<file path="config.mk">
export PLATFORM = sky130hd
export DESIGN_NAME = decode_stage
export DESIGN_NICKNAME = d
export VERILOG_FILES = /design/src/rtl/decode_pkg.sv /design/src/rtl/decode_stage_scoreboard.sv /design/src/rtl/decode_stage.sv
export SDC_FILE = /design/constraint.sdc
export NUM_CORES = 1
export LEC_CHECK = 0
export CAP_MARGIN = 25
export CORE_MARGIN = 10
export CORE_UTILIZATION = 60
export CTS_CLUSTER_SIZE = 12
export DETAILED_ROUTE_END_ITERATION = 16
export PLACE_DENSITY = 0.95
export SLEW_MARGIN = 0
export SYNTH_ARGS = -nofsm -noshare
export SYNTH_HDL_FRONTEND = slang
export SYNTH_SLANG_ARGS = --single-unit
</file>
<file path="constraint.sdc">
create_clock -name clk -period 8.75 [get_ports clk]
set_input_delay 2.625 -clock clk [delete_from_list [all_inputs] [get_ports clk]]
set_output_delay 2.625 -clock clk [all_outputs]
set_load 0.01 [all_outputs]
</file>
<file path="src/rtl/decode_pkg.sv">
// Shared definitions for the decode stage: instruction field offsets, the
// decoded-instruction record and the immediate sign-extension helper.
package decode_pkg;

    localparam int DEF_REG_AW = 6;
    localparam int DEF_OP_W   = 4;
    localparam int DEF_IMMF_W = 9;
    localparam int DEF_IMM_W  = 16;

    // Fields from LSB upward: imm, rt, alu_op, rd, rs, then the mux_sel bit.
    function automatic int rt_lsb(input int immf_w);
        return immf_w;
    endfunction

    function automatic int op_lsb(input int reg_aw, input int immf_w);
        return immf_w + reg_aw;
    endfunction

    function automatic int rd_lsb(input int reg_aw, input int op_w, input int immf_w);
        return immf_w + reg_aw + op_w;
    endfunction

    function automatic int rs_lsb(input int reg_aw, input int op_w, input int immf_w);
        return immf_w + 2 * reg_aw + op_w;
    endfunction

    typedef struct packed {
        logic                  mux_sel;
        logic [DEF_REG_AW-1:0] rs;
        logic [DEF_REG_AW-1:0] rd;
        logic [DEF_OP_W-1:0]   alu_op;
        logic [DEF_REG_AW-1:0] rt;
        logic [DEF_IMM_W-1:0]  imm;
        logic                  reg_write;
    } decoded_t;

    // Replicates bit fw-1 of a zero-extended field into every higher bit.
    function automatic logic [63:0] sign_extend(input logic [63:0] field, input int fw);
        logic [63:0] r;
        logic [5:0]  msb;
        msb = 6'(fw - 1);
        r   = field;
        for (int i = 0; i < 64; i++) begin
            if (i >= fw) r[i] = field[msb];
        end
        return r;
    endfunction

endpackage

</file>
<file path="src/rtl/decode_stage_scoreboard.sv">
// Per-register pending-write tracker with a three-address busy query; a
// writeback in the current cycle already frees its register for the query.
module reg_scoreboard #(
    parameter int REG_AW = 6
) (
    input  logic              clk,
    input  logic              rst_n,
    input  logic              set_en,
    input  logic [REG_AW-1:0] set_addr,
    input  logic              clr_en,
    input  logic [REG_AW-1:0] clr_addr,
    input  logic [REG_AW-1:0] q_rs,
    input  logic [REG_AW-1:0] q_rt,
    input  logic [REG_AW-1:0] q_rd,
    output logic              busy_rs,
    output logic              busy_rt,
    output logic              busy_rd
);
    localparam int NREG = 2 ** REG_AW;

    logic [NREG-1:0] pending_q;
    logic [NREG-1:0] pending_d;

    // Set is applied after clear so a same-cycle issue to that register wins.
    always_comb begin
        pending_d = pending_q;
        if (clr_en) pending_d[clr_addr] = 1'b0;
        if (set_en) pending_d[set_addr] = 1'b1;
    end

    always_ff @(posedge clk or negedge rst_n) begin
        if (!rst_n) pending_q <= '0;
        else        pending_q <= pending_d;
    end

    assign busy_rs = pending_q[q_rs] && !(clr_en && clr_addr == q_rs);
    assign busy_rt = pending_q[q_rt] && !(clr_en && clr_addr == q_rt);
    assign busy_rd = pending_q[q_rd] && !(clr_en && clr_addr == q_rd);

endmodule

</file>
<file path="src/rtl/decode_stage.sv">
// Registered instruction decode with valid/ready on both sides and a
// register scoreboard that holds off RAW/WAW hazards at the input.
module decode_stage
    import decode_pkg::*;
#(
    parameter int REG_AW = 6,
    parameter int OP_W   = 4,
    parameter int IMMF_W = 9,
    parameter int IMM_W  = 16,
    localparam int INST_W = 1 + 3 * REG_AW + OP_W + IMMF_W
) (
    input  logic              clk,
    input  logic              rst_n,
    input  logic              in_valid,
    output logic              in_ready,
    input  logic [INST_W-1:0] in_inst,
    output logic              out_valid,
    input  logic              out_ready,
    output logic              out_mux_sel,
    output logic [REG_AW-1:0] out_rs,
    output logic [REG_AW-1:0] out_rd,
    output logic [REG_AW-1:0] out_rt,
    output logic [OP_W-1:0]   out_alu_op,
    output logic [IMM_W-1:0]  out_imm,
    output logic              out_reg_write,
    input  logic              wb_valid,
    input  logic [REG_AW-1:0] wb_rd,
    input  logic              flush
);
    localparam int RT_LSB  = rt_lsb(IMMF_W);
    localparam int OP_LSB  = op_lsb(REG_AW, IMMF_W);
    localparam int RD_LSB  = rd_lsb(REG_AW, OP_W, IMMF_W);
    localparam int RS_LSB  = rs_lsb(REG_AW, OP_W, IMMF_W);
    localparam int MUX_BIT = RS_LSB + REG_AW;

    logic              d_mux_sel;
    logic [REG_AW-1:0] d_rs;
    logic [REG_AW-1:0] d_rd;
    logic [REG_AW-1:0] d_rt;
    logic [OP_W-1:0]   d_alu_op;
    logic [IMM_W-1:0]  d_imm;
    logic              d_reg_write;

    assign d_mux_sel   = in_inst[MUX_BIT];
    assign d_rs        = in_inst[RS_LSB +: REG_AW];
    assign d_rd        = in_inst[RD_LSB +: REG_AW];
    assign d_alu_op    = in_inst[OP_LSB +: OP_W];
    assign d_rt        = in_inst[RT_LSB +: REG_AW];
    assign d_imm       = IMM_W'(sign_extend(64'(in_inst[IMMF_W-1:0]), IMMF_W));
    assign d_reg_write = (d_alu_op != '0);

    logic issue;
    logic accept;
    logic hazard;
    logic sb_rs, sb_rt, sb_rd;
    logic busy_rs, busy_rt, busy_rd;

    assign issue = out_valid && out_ready && !flush;

    reg_scoreboard #(.REG_AW(REG_AW)) u_sb (
        .clk      (clk),
        .rst_n    (rst_n),
        .set_en   (issue && out_reg_write),
        .set_addr (out_rd),
        .clr_en   (wb_valid),
        .clr_addr (wb_rd),
        .q_rs     (d_rs),
        .q_rt     (d_rt),
        .q_rd     (d_rd),
        .busy_rs  (sb_rs),
        .busy_rt  (sb_rt),
        .busy_rd  (sb_rd)
    );

    // The held writer is not pending yet, so it is matched here directly.
    assign busy_rs = sb_rs || (out_valid && out_reg_write && out_rd == d_rs);
    assign busy_rt = sb_rt || (out_valid && out_reg_write && out_rd == d_rt);
    assign busy_rd = sb_rd || (out_valid && out_reg_write && out_rd == d_rd);

    assign hazard   = busy_rs || (!d_mux_sel && busy_rt) || (d_reg_write && busy_rd);
    assign in_ready = !flush && !hazard && (!out_valid || out_ready);
    assign accept   = in_valid && in_ready;

    always_ff @(posedge clk or negedge rst_n) begin
        if (!rst_n) begin
            out_valid     <= 1'b0;
            out_mux_sel   <= 1'b0;
            out_rs        <= '0;
            out_rd        <= '0;
            out_rt        <= '0;
            out_alu_op    <= '0;
            out_imm       <= '0;
            out_reg_write <= 1'b0;
        end else begin
            if (flush)      out_valid <= 1'b0;
            else if (accept) out_valid <= 1'b1;
            else if (issue)  out_valid <= 1'b0;

            if (accept) begin
                out_mux_sel   <= d_mux_sel;
                out_rs        <= d_rs;
                out_rd        <= d_rd;
                out_rt        <= d_rt;
                out_alu_op    <= d_alu_op;
                out_imm       <= d_imm;
                out_reg_write <= d_reg_write;
            end
        end
    end

endmodule

</file>
==> results.yml <==
critical_path:
  critPathMaxFanout: 9
  r2r_slack_ns: 5.71
  crit_end: "in_ready"
  crit_chain: "clkdlybuf4s50_1 > nor2b_1 > a22o_1 > a21oi_1 > and4b_1 > o311ai_0 > nand4_1 > nor2_1 > clkdlybuf4s50_1"
  cpMostUsedCell: "clkdlybuf4s50_1"
  r2r_start: "out_rd[4]$_DFFE_PN0P_"
  slowest_delay_ns: 0.65
  path_buf_inv: 2
  r2r_cells: 9
  required_ns: 6.12
  critPathSlowestCell: "clkdlybuf4s50_1"
  cp-start-kind: "primary input"
  critical_path_depth: 9
  critPathLaunch: "in_inst[19]"
  critPathKind: "primary input to output pin"
  end_kind: "output pin"
  crit_family: "buffers and inverters"
  r2r-end: "out_rt[5]$_DFFE_PN0P_"
  worstPathArrival_ns: 5.69
floorplanning:
  die_w_um: 121.1
  core_mm2: 0.009864
  initial_utilization_pct: 62.18
  rows: 36
  die_area_mm2: 0.01467
  io_pins: 86
  die_y_um: 121.1
sta:
  grt_setup_unrepaired: "false"
  final.period_utilization_pct: 95.01
  finalMaxSlewViolations: 0
  finalClockSkew_ns: 0.01647
  slew_headroom_pct: 55.44
  worst_slew_pin_slew_ns: 0.6594
  finalSetupTns_ns: 0
  hold_ws_ns: 0.4982
  finalCriticalPeriod_ns: 8.313
  fmax_mhz: 120.3
  finalSetupViolCount: 0
  hold_violations: 0
pwr:
  seq_power_share_pct: 44.5
  power_density_mw_per_mm2: 195.2
  internal_power_w: 0.0009488
  leakage_nw: 2.930
  combPwrFrac_pct: 32.3
  p_sw_share_pct: 33.02
  total_power_w: 0.001417
  p_clk_share_pct: 23.3
  ir_worst_vdd_mv: 0.1045
  p_sw_w: 0.0004678
route:
  num_vias: 5473
  drc: 0
  avgViaCountPerCell: 7.071
  wl_per_cell_um: 26.54
  ant_nets: 0
  first_pass_iters: 7
  drt_iter0_markers: 753
  totalWireLength_um: 20540
status:
  status: "finished clean"
place:
  place_congestion: 1.043
  portBuffers: 85
  hpwlAfterDp_um: 14490
  dp_cells: 758
synth:
  yosysWarnings: 0
  synth_area_mm2: 0.006133
  synth_nets: 620
  yosysSeqAreaShare_pct: 39.98
  synth_area_per_cell_um2: 10.65
  synth_flop_cell: "dfrtp_1"
  synth_edf_count: 0
  async_flop_share_pct: 100.0
  synth_cells: 576
  synth-seq-cells: 98
  synth_cell_types: 48
global_route:
  grt_max_degree: 62
  antenna_found_initial: 0
  grt_pass1_vias: 5552
  grt_overflow: 0
  track_usage_pct: 27.83
  grt_pass1_wl_um: 31510
clock_network:
  postCtsSetupBuffers: 0
  cts_resized: 0
  numCtsBuffers: 9
  clk_latency_ns: 0.39
  cts_tree: "done"
  clkSinkCount: 98
  clockBufferDepth: 2
  cts.htree.levels: 3
  root_buffer: "clkbuf_8"
  clk_pin_slew_worst_paths_ns: 0.10
  holdBufCountCts: 0
finish:
  diodes: 0
  nets: 680
  post-route-util_pct: 73.57
  final_layout_size_suffix_gt1_share_pct: 15.60
  mostFrequentLayoutCells: "131 x o21ai_0, 98 x dfrtp_1, 84 x clkdlybuf4s50_1"
  final_cells: 774
  area_growth_pct: 18.32
  final_common_cell: "o21ai_0"
run:
  cap_violations: 0
hold_path:
  holdCritStartpoint: "out_rs[3]$_DFFE_PN0P_"
  worst_hold_path_type: "flip-flop to flip-flop"
[through the flow]
| stage | setup WS, ns | area (µm²) |
|---|---|---|
| finish | 0.4366 | 7257 |
| global route | 0.3157 | 7257 |
| CTS | 0.5452 | 7257 |
| detailed placement | 0.5615 | 7032 |
| global placement | 0.6047 | 7004 |
| floorplan | 1.806 | 6133 |
[power by group through the flow]
stage               sequential [W]  clock, W  combinational (W)
global placement          0.000623         0           0.000438
detailed placement        0.000632         0           0.000454
CTS                       0.000623  0.000333           0.000457
global route              0.000636  0.000351           0.000487
floorplan                 0.000609         0           0.000251
finish                    0.000630  0.000330           0.000457
[flip-flops by register name (all words and copies together), names as in the netlist]
register,count
out_imm,9
out_rd,6
out_rs,6
out_reg_write,1
out_rt,6
out_alu_op,4
out_mux_sel,1
u_sb.pending_q,64
out_valid,1
[worst min-delay path by stage]
stage,cells past startpoint,endpoint
2_1_floorplan,2,u_sb.pending_q[56]$_DFF_PN0_
3_3_place_gp,1,out_rs[3]$_DFFE_PN0P_
3_5_place_dp,1,out_rs[3]$_DFFE_PN0P_
6_report,1,out_rs[3]$_DFFE_PN0P_
4_1_cts,1,out_rs[3]$_DFFE_PN0P_
5_1_grt,1,out_imm[2]$_DFFE_PN0P_
[per-layer routing]
| metal | up-vias | global-route usage [%] | wire, µm |
|---|---|---|---|
| li1 | 2263 | - | - |
| met1 | 2625 | 34.16 | 7537 |
| met2 | 482 | 42.04 | 9155 |
| met3 | 103 | 9.121 | 2844 |
| met4 | 0 | 16.37 | 1006 |
| met5 | - | 0 | 0 |
[layout make-up]
cell class / instances / area [µm²]
multi-input combinational: 423 / 3379
inverter: 4 / 15.01
fill: 667 / 2608
sequential: 98 / 2452
clock inverter: 6 / 87.58
tap: 133 / 166.4
clock buffer: 10 / 137.6
timing repair buffer: 100 / 1018
[synth_stat cells (all sizes together) (3+ instances only)]
cell	number	area [µm²]
a21oi	5	25.02
a22oi	7	52.55
a31oi	4	25.02
buf	30	207.7
clkbuf	21	78.83
dfrtp	98	2452
inv	4	15.01
mux2	35	394.1
mux2i	42	420.4
mux4	33	743.2
nand2	28	105.1
nand2b	4	25.02
nand3	21	105.1
nand3b	7	52.55
nand4	7	43.79
nor2	14	52.55
nor2b	11	68.82
nor3	4	31.28
nor4	4	25.02
o21ai	131	655.6
or3	3	18.77
xnor2	13	113.9
xor2	21	183.9
[worst register-to-register path: stages, from the launching register on]
cell and delay (ns):
dfrtp_1 0.77, xor2_1 0.20, nor4_1 0.09, nand4_1 0.10
o21ai_0 0.11, nor3_1 0.36, nand4_1 0.28, nor3_4 0.17
buf_4 0.41, mux2_2 0.43
[cell families (layout without fill, tap and decap cells)]
group                     Yosys count  after routing  share of synthesized area (%)
DFF                                98             98                          39.98
and+or+nand+nor                   117            117                          10.51
xor gates and xnor gates           34             34                          4.855
AOI/OAI and AO/OA                 162            162                          14.34
buffers and inverters              55            120                          4.916
muxes                             110            110                          25.40
Power figures use the tool's default switching activity.
